==> config.mk <==
export PLATFORM = sky130hd
export DESIGN_NAME = prefetch_queue
export DESIGN_NICKNAME = d
export VERILOG_FILES = /design/src/rtl/prefetch_queue.sv
export SDC_FILE = /design/constraint.sdc
export NUM_CORES = 1
export LEC_CHECK = 0
export BUFFER_PORTS_ARGS = -buffer_cell sky130_fd_sc_hd__buf_2
export CAP_MARGIN = 25
export CORE_MARGIN = 2
export CORE_UTILIZATION = 64
export CTS_BUF_LIST = sky130_fd_sc_hd__clkbuf_8
export CTS_CLUSTER_DIAMETER = 200
export CTS_CLUSTER_SIZE = 40
export DETAILED_ROUTE_END_ITERATION = 6
export GPL_TIMING_DRIVEN = 0
export PLACE_DENSITY_LB_ADDON = 0.1
export SYNTH_ARGS = -nofsm -noshare
export SYNTH_HDL_FRONTEND = slang
export SYNTH_SLANG_ARGS = --single-unit
export TNS_END_PERCENT = 10
==> constraint.sdc <==
create_clock -name q_clk -period 4.8 [get_ports q_clk]
set_clock_uncertainty 0.15 [all_clocks]
set_input_delay 0.72 -clock q_clk [delete_from_list [all_inputs] [get_ports q_clk]]
set_output_delay 0.72 -clock q_clk [all_outputs]
set_load 0.1 [all_outputs]
==> src/rtl/prefetch_queue.sv <==
`default_nettype none
// ============================================================================
// Module      : prefetch_queue
// Description : Instruction prefetch queue. Issues one instruction-memory read
//               at a time, stores {instruction, pc} pairs in a small circular
//               buffer and presents the head entry to the consumer. Supports
//               redirect (flush) with discard of an in-flight response.
// Revision    : 1.0 - initial release
// ============================================================================
module prefetch_queue #(
    parameter int                    IWIDTH   = 32,
    parameter int                    PC_WIDTH = 32,
    parameter int                    DEPTH    = 4,
    parameter logic [PC_WIDTH-1:0]   RESET_PC = '0
) (
    input  logic                        q_clk,
    input  logic                        q_rst,
    input  logic                        q_i_ce,
    input  logic                        q_i_stall,
    input  logic                        q_i_flush,
    input  logic [PC_WIDTH-1:0]         q_i_flush_pc,
    output logic                        q_o_mem_req,
    output logic [PC_WIDTH-1:0]         q_o_mem_addr,
    input  logic                        q_i_mem_ack,
    input  logic [IWIDTH-1:0]           q_i_mem_data,
    output logic                        q_o_valid,
    output logic [IWIDTH-1:0]           q_o_instr,
    output logic [PC_WIDTH-1:0]         q_o_pc,
    output logic [$clog2(DEPTH):0]      q_o_count
);

    localparam int                    c_AW      = $clog2(DEPTH);
    localparam int                    c_CW      = c_AW + 1;
    localparam logic [c_CW-1:0]       c_FULL    = c_CW'(DEPTH);
    localparam logic [c_CW-1:0]       c_CNT_ONE = c_CW'(1);
    localparam logic [c_AW-1:0]       c_PTR_ONE = c_AW'(1);
    localparam logic [PC_WIDTH-1:0]   c_PC_STEP = PC_WIDTH'(4);

    // Entry storage: instruction word and the address it was fetched from.
    logic [IWIDTH-1:0]   r_instr_mem [DEPTH];
    logic [PC_WIDTH-1:0] r_pc_mem    [DEPTH];

    logic [c_AW-1:0]     r_head;
    logic [c_AW-1:0]     r_tail;
    logic [c_CW-1:0]     r_count;
    logic [PC_WIDTH-1:0] r_fetch_pc;
    logic [PC_WIDTH-1:0] r_req_addr;
    logic                r_req;
    logic                r_discard;

    logic                w_ack;
    logic                w_push;
    logic                w_pop;
    logic                w_issue;
    logic [c_CW-1:0]     w_count_next;
    logic [PC_WIDTH-1:0] w_fetch_pc_next;

    // Handshake decode: acks only count against an outstanding request, and
    // a response is kept only if no discard is pending and no flush is live.
    always_comb begin
        w_ack  = r_req & q_i_mem_ack;
        w_push = w_ack & ~r_discard & ~q_i_flush;
        w_pop  = (r_count != '0) & ~q_i_stall & ~q_i_flush;

        w_count_next = r_count;
        if (q_i_flush) begin
            w_count_next = '0;
        end else begin
            case ({w_push, w_pop})
                2'b10:   w_count_next = r_count + c_CNT_ONE;
                2'b01:   w_count_next = r_count - c_CNT_ONE;
                default: w_count_next = r_count;
            endcase
        end

        w_fetch_pc_next = r_fetch_pc;
        if (q_i_flush) begin
            w_fetch_pc_next = q_i_flush_pc;
        end else if (w_push) begin
            w_fetch_pc_next = r_fetch_pc + c_PC_STEP;
        end

        // A new request may start in the same edge that retires the old one,
        // but only if the queue will still have room once this cycle settles.
        w_issue = q_i_ce & ~q_i_flush & (~r_req | w_ack) & (w_count_next < c_FULL);
    end

    // Control state: pointers, occupancy, fetch address and request tracking.
    always_ff @(posedge q_clk or posedge q_rst) begin
        if (q_rst) begin
            r_head     <= '0;
            r_tail     <= '0;
            r_count    <= '0;
            r_fetch_pc <= RESET_PC;
            r_req_addr <= '0;
            r_req      <= 1'b0;
            r_discard  <= 1'b0;
        end else begin
            r_count    <= w_count_next;
            r_fetch_pc <= w_fetch_pc_next;

            if (q_i_flush) begin
                r_head <= '0;
                r_tail <= '0;
            end else begin
                if (w_push) begin
                    r_tail <= r_tail + c_PTR_ONE;
                end
                if (w_pop) begin
                    r_head <= r_head + c_PTR_ONE;
                end
            end

            // Address is captured at issue and held until the ack retires it.
            if (w_issue) begin
                r_req      <= 1'b1;
                r_req_addr <= w_fetch_pc_next;
            end else if (w_ack) begin
                r_req      <= 1'b0;
            end

            // A flush that cannot retire the in-flight request marks its
            // response for disposal; the next ack clears the mark.
            if (q_i_flush & r_req & ~w_ack) begin
                r_discard <= 1'b1;
            end else if (w_ack) begin
                r_discard <= 1'b0;
            end
        end
    end

    // Entry write on accepted response; contents need no reset.
    always_ff @(posedge q_clk) begin
        if (w_push) begin
            r_instr_mem[r_tail] <= q_i_mem_data;
            r_pc_mem[r_tail]    <= r_req_addr;
        end
    end

    assign q_o_mem_req  = r_req;
    assign q_o_mem_addr = r_req_addr;
    assign q_o_valid    = (r_count != '0);
    // Head values are forced to zero while empty so outputs read clean.
    assign q_o_instr    = q_o_valid ? r_instr_mem[r_head] : '0;
    assign q_o_pc       = q_o_valid ? r_pc_mem[r_head]    : '0;
    assign q_o_count    = r_count;

endmodule
`default_nettype wire

# Word-level counts from Yosys, hierarchy flattened
# Memory sizes are Yosys's and may differ from the RTL's.
# Index checks and enable logic that the tools add are counted.
[totals]
register_bits = 73
ramBits = 256
in_bits = 70
word_cells = 53
mem_count = 2
[op_classes]
n_addsub = 5
n_lt_le_gt_ge = 1
n_eq_ne = 2
muxes = 15
bitwise = 16
n_reduce_logical = 5
[memory_table]
columns = ["memory", "words", "word_bits", "read_ports", "rd_clocked_by_memory_dff", "write_ports", "line_no", "rtl"]
rows = [
  ["r_instr_mem", 4, 32, 1, 0, 1, "40", "logic [IWIDTH-1:0] r_instr_mem [DEPTH];"],
  ["r_pc_mem", 4, 32, 1, 0, 1, "41", "logic [PC_WIDTH-1:0] r_pc_mem [DEPTH];"],
]
[ops]
columns = ["operator", "count"]
rows = [
  ["32-bit 2-to-1 mux", 4],
  ["32-bit by 3-bit adder with 32-bit output (second input constant)", 1],
  ["1-bit bitwise AND", 10],
  ["2-bit 2-to-1 mux", 4],
  ["2-bit nonzero test", 4],
  ["3-bit case mux with 2 select lines", 1],
  ["1-bit 2-to-1 mux", 5],
  ["1-bit inverter", 5],
  ["2-bit by 1-bit adder with 2-bit output (second input constant)", 2],
  ["3-bit by 1-bit adder with 3-bit output (second input constant)", 1],
  ["3-bit < comparator (second input constant)", 1],
  ["3-bit 2-to-1 mux", 1],
  ["3-bit nonzero test", 1],
  ["3-bit by 1-bit subtractor with 3-bit output (second input constant)", 1],
  ["2-bit by 1-bit equality test with 1-bit output (second input constant)", 1],
  ["2-bit equality test (second input constant)", 1],
  ["1-bit bitwise OR", 1],
]

# Logic depth before layout (Yosys ltp)
# Gate-level depths: netlist of the first run.
[logic_depth]
ltp_word = 9
mapped_depth = 15
ltp_nobuf = 11

# Least setup slack after synthesis of the first run
# No wires, ideal clock.
[synth_path]
path_type = "input -> register"
startpoint = "in q_i_flush"
endpoint = "reg r_req_addr[17] (netlist: q_o_mem_addr[17])"
setup_time_ps = 126
arrival_ps = 3952
t_required_ps = 4524
setup_slack_ps = 572
stages = 14
n_path_buf = 5
cell_sequence = "buf_2 > buf_1 > buf_2 > buf_1 > nor3_1 > ha_1 > xor2_1 > ha_1 > a21oi_1 > mux2_4 > xor2_1 > nor3_4 > buf_6 > mux2_2"
[synth_between]
elab_chain_len = 7
[synth_rtl]
columns = ["item", "line_no", "rtl"]
rows = [
  ["start, declared", "20", "input logic q_i_flush,"],
  ["1-bit inverter", "62, 63, 85", ""],
  ["1-bit bitwise AND (on tied branches)", "63, 62", ""],
  ["2-bit by 1-bit equality test with 1-bit output / 2-bit equality test (equally long branches)", "69", "case ({w_push, w_pop})"],
  ["3-bit case mux with 2 select lines", "69", ""],
  ["3-bit 2-to-1 mux", "66", "if (q_i_flush) begin"],
  ["3-bit < comparator", "85", "w_issue = q_i_ce & ~q_i_flush & (~r_req | w_ack) & (w_count_next < c_FULL);"],
  ["1-bit bitwise AND", "85", ""],
  ["end signal, assigned", "117", "r_req_addr <= w_fetch_pc_next;"],
  ["end, declared", "47", "logic [PC_WIDTH-1:0] r_req_addr;"],
]
# Several ways; a longest one is shown, not always the timed one.
# A chain may end at the register's enable or synchronous reset.

# Worst setup path in the final report of the first run
[layout_path]
startpoint = "in q_i_flush"
endpoint = "reg r_req_addr[5] (netlist: q_o_mem_addr[5])"
# The elaborated chain is that of the path after synthesis.

==> results of run 1 <==
==> cells in the mapped netlist, types with 3 or more instances <==
cell type,number,area (µm²)
nor2_1,16,60.1
and2_1,69,432
a31oi_1,6,37.5
nor2b_1,12,75.1
mux4_2,64,1440
a21oi_1,17,85.1
mux2_2,28,315
ha_1,9,113
xnor2_1,16,140
and4_1,5,43.8
xor2_1,8,70.1
buf_1,7,26.3
dfrtp_1,73,1830
clkbuf_1,17,63.8
nand3_1,10,50.1
nor3_1,15,75.1
nand2_1,29,109
o21ai_0,14,70.1
buf_2,10,50.1
mux2i_1,10,100
nor3b_1,3,22.5
inv_1,17,63.8
nand2b_1,8,50.1
nor4_1,3,18.8
nand4_1,7,43.8
edfxtp_1,256,7690
==> sequential cells by signal, summed over array words and instances (netlist names) <==
name and cells:
r_instr_mem 128, q_o_mem_addr 32, r_pc_mem 128, r_fetch_pc 32, r_tail 2, q_o_count 3, q_o_mem_req 1, r_discard 1
r_head 2
==> power by group through the flow <==
stage	combinational [W]	sequential, W	clock, W
global route	0.000852	0.00339	0.00115
CTS	0.000816	0.00337	0.00107
detailed placement	0.000814	0.00343	0
floorplan	0.000209	0.00382	0
finish	0.000818	0.00337	0.00104
global placement	0.000795	0.00342	0
==> routing by layer <==
metal  up-vias  global-route usage, %  share of wire [%]
met2       233                   42.4                 50
met1      3696                   34.1                 41
li1       3289                      -                  -
met3        35                   3.50                6.4
met4         0                   6.10                2.2
met5         -                      0                  0
==> kinds of logic (layout without fill, tap and decap cells) <==
group	count (synthesis)	count (layout)	synth area share (%)
XOR/XNOR	24	24	1.57
flip-flops	329	329	71.0
other	0	1	0
AND/OR/NAND/NOR	194	194	8.70
multiplexers	106	106	14.3
adder cells (fa/ha/maj)	9	9	0.841
AO/OA/AOI/OAI	47	47	2.01
buffers and inverters	52	250	1.61
==> repair_timing <==
| action | CTS | global route |
|---|---|---|
| hold buffers | 0 | 1 |
| endpoints found under the setup margin | 1 | 0 |
| hold endpoints to repair | 0 | 1 |
| buffers inserted | 2 | 0 |
==> how the worst max path moves through the flow <==
| stage | cells after the start | startpoint | end | slack (ns) |
|---|---|---|---|---|
| CTS | 15 | q_i_flush | q_o_mem_addr[11]$_DFFE_PP0P_ | 0.26 |
| detailed placement | 15 | q_i_flush | q_o_mem_addr[25]$_DFFE_PP0P_ | -0.65 |
| global placement | 6 | q_i_flush | r_pc_mem[2][15]$_DFFE_PP_ | -0.58 |
| global route | 16 | q_i_flush | q_o_mem_addr[26]$_DFFE_PP0P_ | 0.04 |
| finish | 15 | q_i_flush | q_o_mem_addr[5]$_DFFE_PP0P_ | 0.19 |
| floorplan | 14 | q_i_flush | q_o_mem_addr[17]$_DFFE_PP0P_ | 0.57 |
==> critical path, delay by kind of cell <==
family,cells,cell delay [ns]
xor+xnor,2,0.36
mux,2,0.69
fa+ha+maj,2,0.48
compound gates,1,0.19
simple gates,2,0.49
buf+inv,6,2.00
==> per-stage QoR <==
step / power [W] / utilization [%] / cell area, µm² / setup slack [ns] / hold slack [ns]
after floorplan: 0.00403 / - / 13400 / 0.572 / 0.319
after global placement: 0.00421 / 71.6 / 14600 / -0.585 / 0.330
after detailed placement: 0.00424 / 72.2 / 14700 / -0.655 / 0.346
after CTS: 0.00525 / 73.4 / 15000 / 0.263 / 0.163
after global routing: 0.00539 / 73.6 / 15000 / 0.0404 / 0.158
final: 0.00522 / 73.6 / 15000 / 0.191 / 0.182
==> layout make-up <==
| type | count | area (µm²) |
|---|---|---|
| repair buffers | 178 | 1010 |
| multi-input cells | 380 | 3680 |
| flip-flops and latches | 329 | 9510 |
| inverters | 17 | 66.3 |
| diodes | 1 | 2.50 |
| well taps | 270 | 338 |
| clock inverters | 7 | 52.6 |
| fillers | 1273 | 5370 |
| clock buffers | 13 | 179 |
| plain buffers | 35 | 151 |
==> summary.txt, run 1 <==
Clock transition at path regs: 0.22 ns
Hold depth: 2
Synth cell types: 51
Clock sinks: 329
Switching pwr: 0.00154 W
Mapped Area: 0.0134 mm²
Iter 0 DRT Violations: 642
Die H: 149 µm
R2R cell count: 12
Mean Syn Cell Area: 17.6 µm²
# nets final: 1032
1st-pass router iterations: 5
Internal: 0.00369 W
Final Non-Filler Cells: 1230
Initial antenna violation count: 1
Combinational power share: 15.7%
CP cell instances: buf_2 > buf_2 > buf_1 > buf_2 > buf_1 > nor3_1 > ha_1 > xor2_1 > ha_1 > a21oi_1 > mux2_4 > xor2_1 > nor3_4 > buf_4 > mux2_2
Critical Path End Type: register
Worst slew pin tran: 0.935 ns
IO Pins: 171
CTS tree: done
Max incr delay on CP: 0.53 ns
Largest net degree at the start of global routing: 74
Sequential power share: 64.5%
Overflow after GRT: 0
GRT Overall Usage: 24.6%
Resized Gates After CTS: 0
Clock root buffer master: clkbuf_8
Clock insertion delay at the later pin of the skew report: 0.58 ns
Max-Cap Viols: 0
#FFs+latches synth: 329
Dpl cells: 1205
Synth Instances: 761
Post-DRT Antenna Nets: 0
Setup TNS Final: 0 ns
Total wire length: 26.7 mm
Hold path endpoint: r_discard$_DFFE_PP0P_
CP max stage cell: buf_1
Gp weighted congestion: 0.896
Period minus WS final: 4.61 ns
Vias in the first global route: 7515
Rows: 52
Drc violations: 0
Die X: 149 µm
Wire length of the first global-routing pass: 41.4 mm
Peak supply drop: 0.000303 V
Final period util: 96.0%
Die Footprint: 0.0221 mm²
Synthesis-to-finish area growth: 11.9%
CP Launch Type: primary input
H-tree depth: 1
Final slew viol count: 0
WP data arrival: 4.93 ns
Hold crit path type: in2reg
Data required, critical path: 5.12 ns
Clk buf depth: 3
Fmax achieved: 0.217 GHz
Setup Viol. Count Final: 0
Leak: 5.50 nW
Layout cell share with drive strength beyond 1: 32.3%
Vias/cell: 5.90
Area of the core: 0.0204 mm²
Pwr Density: 348 mW/mm²
Worst r2r src: r_discard$_DFFE_PP0P_
Post-synth top flop: edfxtp_1
Dpl hpwl: 18.2 mm
CP Class: in2reg
Outcome: finished clean
Final hold vios: 0
Crit-path max FO: 10
Clk network pwr share: 19.9%
RSZ-0062 raised after global routing: no
Crit-path most repeated cell: buf_2
Hold Startpoint: q_i_mem_ack
Most frequent cells in the layout: edfxtp_1 (256), buf_2 (180), dfrtp_1 (73), and2_1 (65), mux4_2 (64)
Cts bufs inserted: 12
Total number of vias: 7253
Most common cell after layout, fill and taps aside: edfxtp_1
Wire length per cell: 21.7 µm
Initial Util: 65.8%
Async set or reset register ratio after synthesis: 22.2%
Capturing point of the worst reg2reg path: q_o_mem_addr[5]$_DFFE_PP0P_
YS warnings: 0
Sequential-to-total area share from yosys stat: 71.0%
Post-synth EDFFs: 256
R2R setup slack: 0.96 ns
Max_slew headroom: 37.6%
Syn Nets: 840
Switching Fraction: 29.4%
Buffers on Ports: 170
Note: power is estimated with default switching activity, not from simulation.
==> run 2: changes to the inputs <==
--- a/config.mk
+++ b/config.mk
@@ -14,6 +14,7 @@
 export CTS_CLUSTER_SIZE = 40
 export DETAILED_ROUTE_END_ITERATION = 6
 export GPL_TIMING_DRIVEN = 0
+export MAX_ROUTING_LAYER = met4
 export PLACE_DENSITY_LB_ADDON = 0.1
 export SYNTH_ARGS = -nofsm -noshare
 export SYNTH_HDL_FRONTEND = slang
==> summary.txt, run 2 (same netlist as run 1, synthesis figures left out) <==
Worst setup path start: q_i_flush
Die Footprint: 0.0221 mm²
Register area: 0.00951 mm²
Clk buf depth: 3
Clock root buffer master: clkbuf_8
Initial Util: 65.8%
Peak supply drop: 0.000280 V
Vias/cell: 5.96
Cts bufs inserted: 12
Leak: 5.47 nW
CP Launch Type: primary input
Iter 0 DRT Violations: 496
CTS tree: done
Worst slew pin tran: 0.934 ns
GRT Overall Usage: 25.4%
Area of the multi-input gates: 0.00368 mm²
Crit-path max FO: 19
Most frequent cells in the layout: edfxtp_1 (256), buf_2 (180), dfrtp_1 (73), and2_1 (65), mux4_2 (64)
Gp weighted congestion: 0.905
Total number of vias: 7298
Fmax achieved: 0.231 GHz
CP Class: in2reg
Area of the core: 0.0204 mm²
Hold crit path type: in2async
H-tree depth: 1
Final hold vios: 0
Die X: 149 µm
Rows: 52
Dpl cells: 1205
Largest net degree at the start of global routing: 74
Final slew viol count: 0
# nets final: 1027
Clock sinks: 329
Clock insertion delay at the later pin of the skew report: 0.57 ns
Outcome: finished clean
Setup Viol. Count Final: 0
Buffers on Ports: 170
Setup TNS Final: 0 ns
Overflow after GRT: 0
Clock transition at path regs: 0.22 ns
Critical Path End Type: register
Wire length per cell: 21.7 µm
Final Non-Filler Cells: 1225
1st-pass router iterations: 5
Data required, critical path: 5.13 ns
Setup Slack @ Placement: -0.577 ns
Fill cell count: 1247
Worst r2r src: r_discard$_DFFE_PP0P_
Final period util: 90.1%
Crit-path most repeated cell: buf_2
Layout cell share with drive strength beyond 1: 32.2%
Total wire length: 26.6 mm
# hold bufs at CTS: 0
Synthesis-to-finish area growth: 11.5%
Initial antenna violation count: 1
CP cell instances: buf_2 > buf_2 > buf_2 > buf_1 > nor3_1 > ha_1 > xor2_1 > ha_1 > a21oi_1 > mux2_4 > xor2_1 > nor3_4 > buf_6 > mux2_2
Pwr Density: 349 mW/mm²
Post-DRT Antenna Nets: 0
IO Pins: 171
Drc violations: 0
Wire length of the first global-routing pass: 41.6 mm
RSZ-0062 raised after global routing: no
Biggest regs: r_instr_mem (128), r_pc_mem (128)
WP data arrival: 4.66 ns
Max incr delay on CP: 0.49 ns
CP max stage cell: nor3_4
Vias in the first global route: 7477
Max_slew headroom: 37.7%
Period minus WS final: 4.32 ns
Die H: 149 µm
Dpl hpwl: 18.3 mm
Most common cell after layout, fill and taps aside: edfxtp_1
Core Util, Final: 73.3%
Max-Cap Viols: 0
Post-CTS setup buffer count: 0
Final setup margin: 0.476 ns
Resized Gates After CTS: 0
[run 2: report_power, final]
group,switching [W],internal [W],total [W]
Sequential,0.000127,0.00324,0.00337
Clock,0.000761,0.000267,0.00103
Combinational,0.000637,0.000173,0.000810
[run 2: worst max-delay path, delay by kind of cell]
family | cells | cell delay (ns)
adders and majority gates | 2 | 0.48
AOI/OAI and AO/OA | 1 | 0.20
xor gates and xnor gates | 2 | 0.37
and+or+nand+nor | 2 | 0.66
muxes | 2 | 0.68
buffers and inverters | 5 | 1.52
[run 2: layer usage]
| layer | wire, µm | global-route usage (%) | vias to the layer above | part of all wire (%) |
|---|---|---|---|---|
| met3 | 1490 | 2.70 | 32 | 5.6 |
| met5 | 0 | - | - | 0 |
| li1 | - | - | 3277 | - |
| met4 | 454 | 4.86 | 0 | 1.7 |
| met1 | 10700 | 34.1 | 3727 | 40 |
| met2 | 13900 | 43.6 | 262 | 52 |
[run 2: layout make-up]
type                            instances  area share (%)
Multi-Input combinational cell        380            24.6
Antenna cell                            1          0.0168
Clock inverter                          7           0.352
Inverter                               17           0.444
Clock buffer                           13            1.20
Buffer                                 34           0.988
Sequential cell                       329            63.7
Timing Repair Buffer                  174            6.43
Tap cell                              270            2.26
[run 2: path summary, 6_finish.rpt]
path	slack, ns	end	cells past startpoint
min reg2reg	0.37	r_pc_mem[1][26]$_DFFE_PP_	0
max	0.48	q_o_mem_addr[17]$_DFFE_PP0P_	14
min	0.14	q_o_mem_addr[20]$_DFFE_PP0P_	2
min in group q_clk	0.20	r_instr_mem[0][23]$_DFFE_PP_	1
max reg2reg	0.72	q_o_mem_addr[17]$_DFFE_PP0P_	12
max in group asynchronous	3.69	q_o_mem_addr[23]$_DFFE_PP0P_	2
[run 2: metrics by stage]
step           area, µm²  hold slack, ns  power, W
2_1_floorplan      13400           0.319   0.00403
3_3_place_gp       14600           0.330   0.00421
3_5_place_dp       14700           0.334   0.00424
4_1_cts            14900           0.173   0.00524
5_1_grt            14900           0.165   0.00539
6_report           14900           0.144   0.00521
